File: src/rtl/sync_fifo_fwft.sv
// Single-clock first-word-fall-through FIFO: the head word is read combinationally
// from storage, and the flags come from registered wrap-bit pointers only.
module sync_fifo_fwft #(
    parameter int unsigned DLEN  = 32,
    parameter int unsigned DEPTH = 16,
    localparam int unsigned AW   = $clog2(DEPTH)
) (
    input  logic            clk,
    input  logic            rstn,
    input  logic            i_wen,
    input  logic [DLEN-1:0] i_wdata,
    output logic            o_full,
    input  logic            i_ren,
    output logic [DLEN-1:0] o_rdata,
    output logic            o_empty,
    output logic [AW:0]     o_count,
    output logic            o_overflow,
    output logic            o_underflow
);

    logic [AW:0]     wptr_q, wptr_d;
    logic [AW:0]     rptr_q, rptr_d;
    logic            overflow_q, overflow_d;
    logic            underflow_q, underflow_d;
    logic            rd_ok, wr_ok;
    logic [DLEN-1:0] mem [DEPTH];

    assign o_empty     = (wptr_q == rptr_q);
    assign o_full      = (wptr_q[AW] != rptr_q[AW]) && (wptr_q[AW-1:0] == rptr_q[AW-1:0]);
    assign o_count     = wptr_q - rptr_q;
    assign o_rdata     = mem[rptr_q[AW-1:0]];
    assign o_overflow  = overflow_q;
    assign o_underflow = underflow_q;

    // A write at full is still taken when the same cycle pops the head.
    assign rd_ok = i_ren & ~o_empty;
    assign wr_ok = i_wen & (~o_full | i_ren);

    always_comb begin
        wptr_d      = wptr_q;
        rptr_d      = rptr_q;
        overflow_d  = overflow_q;
        underflow_d = underflow_q;
        if (wr_ok) begin
            wptr_d = wptr_q + 1'b1;
        end
        if (rd_ok) begin
            rptr_d = rptr_q + 1'b1;
        end
        if (i_wen && !wr_ok) begin
            overflow_d = 1'b1;
        end
        if (i_ren && o_empty) begin
            underflow_d = 1'b1;
        end
    end

    always_ff @(posedge clk or negedge rstn) begin
        if (!rstn) begin
            wptr_q      <= '0;
            rptr_q      <= '0;
            overflow_q  <= 1'b0;
            underflow_q <= 1'b0;
        end else begin
            wptr_q      <= wptr_d;
            rptr_q      <= rptr_d;
            overflow_q  <= overflow_d;
            underflow_q <= underflow_d;
        end
    end

    // Storage is deliberately left out of reset.
    always_ff @(posedge clk) begin
        if (wr_ok) begin
            mem[wptr_q[AW-1:0]] <= i_wdata;
        end
    end

endmodule
File: config.mk
export PLATFORM = sky130hd
export DESIGN_NAME = sync_fifo_fwft
export DESIGN_NICKNAME = d
export VERILOG_FILES = /design/src/rtl/sync_fifo_fwft.sv
export SDC_FILE = /design/constraint.sdc
export NUM_CORES = 1
export LEC_CHECK = 0
export CELL_PAD_IN_SITES_DETAIL_PLACEMENT = 0
export CELL_PAD_IN_SITES_GLOBAL_PLACEMENT = 1
export CORE_ASPECT_RATIO = 1.25
export CORE_MARGIN = 2
export CORE_UTILIZATION = 48
export DETAILED_ROUTE_END_ITERATION = 8
export HOLD_SLACK_MARGIN = 0.02
export PLACE_DENSITY = 0.83
export SLEW_MARGIN = 20
export SYNTH_ARGS = -nofsm -noshare
export SYNTH_HDL_FRONTEND = slang
export SYNTH_SLANG_ARGS = --single-unit
File: constraint.sdc
create_clock -name clk -period 3.2 [get_ports clk]
set_input_delay 0.48 -clock clk [delete_from_list [all_inputs] [get_ports clk]]
set_output_delay 0.48 -clock clk [all_outputs]
set_load 0.1 [all_outputs]
==> results.json, run 1 <==
{
  "postSynthCellCount": 940,
  "period_share": 0.984,
  "wl_per_cell_um": 27.2,
  "die_area_um2": 44100,
  "clock_path_buffers": 3,
  "floorplan.core_area_um2": 41900,
  "clk-insertion-delay-late_ns": 0.56,
  "dr_total_vias": 9952,
  "cts.reportedPaths.clkPinSlew_ns": 0.06,
  "maxSlewViolCount": 0,
  "routed-wl-met3_um": 3240,
  "drt-met1-wl_um": 17200,
  "maxClockFrequency_ghz": 0.318,
  "post_cts_hold_buffer_count": 0,
  "setup-violations-final": 0,
  "antenna_found_initial": 2,
  "die_x_um": 188,
  "seq_area_frac_synth": 0.770,
  "topRoutingLayerUsed": "met5",
  "detailedPlace.worstSlack_ns": 0.436,
  "hold_viol_final": 0,
  "worst_case_setup_margin_in_the_final_layout_ns": 0.0520,
  "rsz_0062_raised_after_global_routing": "true",
  "tns_setup_ns": 0,
  "gr-usage-all-layers": 0.203,
  "start_kind": "register",
  "antenna_left": 0,
  "num-fill-cells": 2903,
  "met2WireLength_um": 22800,
  "cts-buffers-inserted": 45,
  "wirelength_um": 44500,
  "run_status": "complete, no violations",
  "rows": 84,
  "worst_pin_slew_ns": 1.07,
  "ioPinCount": 77,
  "ys.warnings.count": 0,
  "post_cts_setup_repair_bufs": 0,
  "worst_ep_arrival_time_ns": 2.67,
  "drtPass1Iterations": 5,
  "io_buffer_count": 76,
  "post-route-drc-count": 0,
  "cp-end-kind": "output port",
  "r2r_cell_count": 6,
  "grt_pass1_vias": 10300,
  "synthesis.area_per_instance_um2": 21.7,
  "syn2layout_area_growth_pct": 18.2,
  "fp.dieH_um": 234,
  "layout-drive-gt1-share": 0.242,
  "diodes": 0,
  "global_route.overflow_total": 0,
  "cp_data_required_time_ns": 2.72,
  "drv.max_cap_violation_count": 0,
  "post_drt_via_cell_ratio": 6.08,
  "reg2reg_from": "rptr_q[1]",
  "grt_first_pass_wirelength_um": 64900,
  "ff2ff_setup_slack_ns": 0.46,
  "dp.cells": 1563,
  "fin_cells": 1637,
  "crit_type": "reg2out",
  "r2r-end": "mem[12][1]",
  "timing.clock.skew_ns": 0.0182,
  "cts_sinks": 524,
  "synth_edf_count": 512,
  "num-nets-final": 1100,
  "worst_hold_path_type": "in2async",
  "mappedNetlistArea_um2": 20400,
  "synthFlopType": "sky130_fd_sc_hd__edfxtp_1",
  "worstPathMaxFanout": 39,
  "share_of_synthesized_registers_carrying_an_async_set_or_reset": 0.0229,
  "maximum_number_of_pins_on_one_net_before_global_route_repair": 48,
  "post_synth_num_cell_types": 35,
  "slew_headroom": 0.288,
  "dr.first_iter.drc_count": 1085,
  "finalWeightedCongestion": 0.763,
  "synth.net_count": 986,
  "place_hpwl_um": 22300,
  "initial_utilization": 0.486,
  "clock_tree.htree_level_count": 2,
  "post-route-min-period_ns": 3.15,
  "cts_tree": "built",
  "root_buffer": "sky130_fd_sc_hd__clkbuf_16",
  "flip_flop_and_latch_count_after_synthesis": 524
}
## cells by family (layout without fill, tap and decap cells)
group                      Yosys count  in the layout  share of synthesized area
DFF                                524            524                      0.770
muxes                              192            192                      0.155
AOI/OAI and AO/OA                  107            107                     0.0370
buffers and inverters               61            199                     0.0172
and+or+nand+nor                     34             34                    0.00946
xor gates and xnor gates            12             12                    0.00516
adders and majority gates           10             10                    0.00651
## critical path, stage by stage (launching register included)
cell and delay, ns:
sky130_fd_sc_hd__dfrtp_4 0.53, sky130_fd_sc_hd__buf_16 0.24, sky130_fd_sc_hd__buf_16 0.22, sky130_fd_sc_hd__mux2i_1 0.15, sky130_fd_sc_hd__a22oi_1 0.32, sky130_fd_sc_hd__mux2i_1 0.12
sky130_fd_sc_hd__o21ai_1 0.29, sky130_fd_sc_hd__buf_12 0.22
## repair_timing
item / in CTS / in global routing
endpoints found under the hold margin: 0 / 0
resized for setup: 5 / 8
endpoints found under the setup margin: 21 / 22
gates cloned: 1 / 2
## placed cells by master, fill, tap and decap left out, drive strengths merged, types with 2 or more instances in the layout
cell,n
o21ai,34
buf,79
a21o,3
clkdlybuf4s50,37
a21oi,3
mux4,96
xnor2,10
edfxtp,512
xor2,2
nand2,4
a32oi,32
inv,9
dfrtp,12
ha,9
and2,9
nand4,4
clkinv,12
bufinv,6
clkbuf,54
and3,9
mux2i,96
nor2,4
a22oi,32
## state kept, by name, summed over array words and instances (netlist names)
signal	count
o_overflow	1
o_underflow	1
rptr_q	5
wptr_q	5
mem	512
## stage by stage
step | area [µm²] | hold WS [ns] | utilization
6_report | 24100 | 0.304 | 0.574
5_1_grt | 24100 | 0.320 | 0.574
4_1_cts | 24000 | 0.310 | 0.572
3_5_place_dp | 22500 | 0.460 | 0.536
3_3_place_gp | 22500 | 0.449 | 0.536
2_1_floorplan | 20400 | 0.184 | -
## Yosys cell counts, types with 3 or more instances
cell type / instances / area share
sky130_fd_sc_hd__edfxtp_1: 512 / 0.75
sky130_fd_sc_hd__mux2i_1: 96 / 0.047
sky130_fd_sc_hd__mux4_2: 87 / 0.096
sky130_fd_sc_hd__a22oi_1: 32 / 0.012
sky130_fd_sc_hd__a32oi_1: 32 / 0.014
sky130_fd_sc_hd__o21ai_1: 32 / 0.0079
sky130_fd_sc_hd__buf_2: 29 / 0.0071
sky130_fd_sc_hd__clkbuf_1: 14 / 0.0026
sky130_fd_sc_hd__dfrtp_1: 12 / 0.015
sky130_fd_sc_hd__xnor2_1: 10 / 0.0043
sky130_fd_sc_hd__and2_1: 9 / 0.0028
sky130_fd_sc_hd__and3_1: 9 / 0.0028
sky130_fd_sc_hd__ha_1: 9 / 0.0055
sky130_fd_sc_hd__mux4_1: 9 / 0.012
sky130_fd_sc_hd__inv_1: 8 / 0.0015
sky130_fd_sc_hd__buf_12: 4 / 0.0039
sky130_fd_sc_hd__nand2_1: 4 / 0.00074
sky130_fd_sc_hd__nand4_1: 4 / 0.0012
sky130_fd_sc_hd__nor2_1: 4 / 0.00074
sky130_fd_sc_hd__a21o_1: 3 / 0.0011
sky130_fd_sc_hd__a21oi_1: 3 / 0.00074
sky130_fd_sc_hd__buf_4: 3 / 0.0011
## routing by layer
layer	global-route usage	vias up
met4	0.0699	4
met3	0.0316	93
li1	-	4177
met1	0.274	5222
met2	0.340	456
met5	0	-
## worst max-delay path by stage
stage	from	to	slack (ns)	cells past startpoint
2_1_floorplan	rptr_q[1]	o_full	0.02	7
3_3_place_gp	rptr_q[1]	o_rdata[25]	0.47	7
3_5_place_dp	rptr_q[1]	o_rdata[1]	0.44	7
4_1_cts	rptr_q[1]	o_rdata[1]	0.0006	7
5_1_grt	rptr_q[0]	o_rdata[3]	-0.07	5
6_report	rptr_q[1]	o_rdata[2]	0.05	7
## layout make-up
type	count	area (µm²)	area share
timing repair buffer	119	1780	0.0740
clock buffer	52	1190	0.0497
sequential	524	15700	0.652
inverter	9	33.8	0.00140
clock inverter	19	250	0.0104
tap	559	699	0.0291
multi-input combinational	355	4420	0.184
Power of run 1 is not shown: default switching activity piles up to over one toggle a cycle in this logic, so the estimate is an artifact.
==> run 2: changes to the inputs <==
--- a/config.mk
+++ b/config.mk
@@ -5,6 +5,7 @@
 export SDC_FILE = /design/constraint.sdc
 export NUM_CORES = 1
 export LEC_CHECK = 0
+export CAP_MARGIN = 30
 export CELL_PAD_IN_SITES_DETAIL_PLACEMENT = 0
 export CELL_PAD_IN_SITES_GLOBAL_PLACEMENT = 1
 export CORE_ASPECT_RATIO = 1.25
==> constraint.sdc (replaced) <==
create_clock -name clk -period 3.2 [get_ports clk]
set_input_delay 0.32 -clock clk [delete_from_list [all_inputs] [get_ports clk]]
set_output_delay 0.32 -clock clk [all_outputs]
set_load 0.02 [all_outputs]
==> results.json, run 2 (synthesis gave the netlist of run 1 again) <==
{
  "maxSlewViolCount": 0,
  "reg2reg_from": "rptr_q[0]",
  "cp-end-kind": "output port",
  "global_route.overflow_total": 0,
  "grt_pass1_vias": 10300,
  "worst_pin_slew_ns": 0.798,
  "floorplan.core_area_um2": 41900,
  "fp.dieH_um": 234,
  "cts_sinks": 524,
  "maximum_number_of_pins_on_one_net_before_global_route_repair": 68,
  "root_buffer": "sky130_fd_sc_hd__clkbuf_16",
  "grt_first_pass_wirelength_um": 65100,
  "power_frac_seq": 0.391,
  "rows": 84,
  "clock_tree.htree_level_count": 2,
  "layout_common_cells": "sky130_fd_sc_hd__edfxtp_1, sky130_fd_sc_hd__mux2i_1, sky130_fd_sc_hd__mux4_2",
  "slowest_stage_cell_crit_path": "sky130_fd_sc_hd__clkdlybuf4s50_1",
  "period_share": 0.956,
  "layout-drive-gt1-share": 0.203,
  "post_drt_via_cell_ratio": 6.02,
  "hold_viol_final": 0,
  "largest_register_ff_count": 512,
  "setup-violations-final": 0,
  "antenna_left": 0,
  "netSwitchingFraction": 0.320,
  "worstPathMaxFanout": 32,
  "diodes": 0,
  "r2r-end": "mem[8][14]",
  "cts-buffers-inserted": 46,
  "place_hpwl_um": 22500,
  "ff2ff_setup_slack_ns": 0.47,
  "drtPass1Iterations": 5,
  "cp_data_required_time_ns": 2.88,
  "clock_path_buffers": 3,
  "powerDensity_nw_per_um2": 917,
  "ir_worst_vdd_uv": 1080,
  "start_kind": "register",
  "timing.clock.skew_ns": 0.0206,
  "netSwitchingPower_uw": 7000,
  "critPathTopFamily": "buffers and inverters",
  "finalWeightedCongestion": 0.755,
  "wirelength_um": 44400,
  "power_leakage_uw": 0.00787,
  "cts_tree": "built",
  "crit_buf_inv": 2,
  "syn2layout_area_growth_pct": 17.0,
  "run_status": "complete, no violations",
  "r2r_cell_count": 7,
  "dr.first_iter.drc_count": 1257,
  "cts.reportedPaths.clkPinSlew_ns": 0.06,
  "most_frequent_standard_cell_in_the_layout_excluding_fill_and_tap_cells": "sky130_fd_sc_hd__edfxtp_1",
  "io_buffer_count": 76,
  "clk-insertion-delay-late_ns": 0.56,
  "die_x_um": 188,
  "p_int_uw": 14900,
  "maxClockFrequency_ghz": 0.327,
  "initial_utilization": 0.486,
  "worst_hold_path_type": "in2async",
  "gr-usage-all-layers": 0.202,
  "wl_per_cell_um": 26.8,
  "die_area_um2": 44100,
  "power.combinational.fraction": 0.362,
  "dr_total_vias": 9966,
  "ioPinCount": 77,
  "drv.max_cap_violation_count": 0,
  "clock_power_share": 0.247,
  "crit_path_cell_trace": "and2_1 -> buf_12 -> a22oi_1 -> mux2i_1 -> o21ai_1 -> clkdlybuf4s50_1",
  "max_stage_delay_ns": 0.63,
  "num-nets-final": 1109,
  "worst_ep_arrival_time_ns": 2.74,
  "fin_hold_ws_ns": 0.136,
  "post-route-drc-count": 0,
  "rsz_0062_raised_after_global_routing": "false",
  "crit_type": "reg2out",
  "slew_headroom": 0.468,
  "antenna_found_initial": 3,
  "tns_setup_ns": 0,
  "post-route-min-period_ns": 3.06
}
-- run 2: cell count changes in the layout (fill, tap and decap cells not counted), moves of 5 or more --
cell and change:
sky130_fd_sc_hd__buf_12 -35, sky130_fd_sc_hd__dlygate4sd2_1 +23, sky130_fd_sc_hd__clkdlybuf4s50_1 +8, sky130_fd_sc_hd__dlymetal6s2s_1 +7, sky130_fd_sc_hd__clkbuf_1 +5, sky130_fd_sc_hd__o21ai_1 +5
sky130_fd_sc_hd__o21ai_2 -5
-- run 2: area by class of cell --
type	count	area, µm²
multi-input combinational	355	4380
fill	2919	18100
clock inverter	23	215
inverter	9	33.8
sequential	524	15700
clock buffer	59	1240
timing repair buffer	127	1590
tap	559	699
-- run 2: how the worst max path moves through the flow --
stage	to	start	slack, ns	cells after the start
3_5_place_dp	o_rdata[27]	rptr_q[0]	0.45	5
5_1_grt	o_count[4]	rptr_q[0]	0.005	8
3_3_place_gp	o_rdata[26]	rptr_q[0]	0.48	5
4_1_cts	o_rdata[26]	rptr_q[1]	-0.15	6
6_report	o_rdata[23]	rptr_q[0]	0.14	6
2_1_floorplan	mem[12][0]	rptr_q[1]	0.18	9
-- run 2: worst reg2reg max path, delay by kind of cell, from the launching register on --
kind / cells / cell delay, ns
fa+ha+maj: 1 / 0.32
buf+inv: 2 / 0.44
simple gates: 3 / 0.73
flops: 1 / 0.55
compound gates: 1 / 0.45
-- run 2: per-layer routing --
layer  global-route usage  vias up  share of wire
met4               0.0519        4          0.022
met1                0.275     5205           0.39
met2                0.344      477           0.50
met3               0.0338       65          0.088
li1                     -     4215              -
met5                    0        -        0.00063
-- run 2: power groups by stage --
stage	registers (µW)	clock network [µW]	logic, µW
floorplan	8570	0	4990
global placement	8630	0	7640
detailed placement	8670	0	7710
CTS	8530	5470	7840
global route	8590	5740	8430
finish	8540	5400	7920
-- run 2: repair_timing --
| item | 4_1_cts | 5_1_grt |
|---|---|---|
| buffers inserted | 6 | 2 |
| gates cloned | 2 | 2 |
| endpoints found under the hold margin | 0 | 0 |
| gates resized for setup | 28 | 14 |
| setup endpoints to repair | 31 | 10 |
| hold buffers | 0 | 0 |
-- run 2: per-stage QoR --
stage	area [µm²]	std cells	setup slack [ns]	utilization	total power, µW
floorplan	20400	940	0.175	-	13600
global placement	22000	1559	0.477	0.526	16300
detailed placement	22100	1560	0.451	0.526	16400
CTS	23700	1650	-0.154	0.565	21800
global route	23800	1656	0.00527	0.568	22800
finish	23800	1656	0.142	0.568	21900
Power figures use the tool's default switching activity.
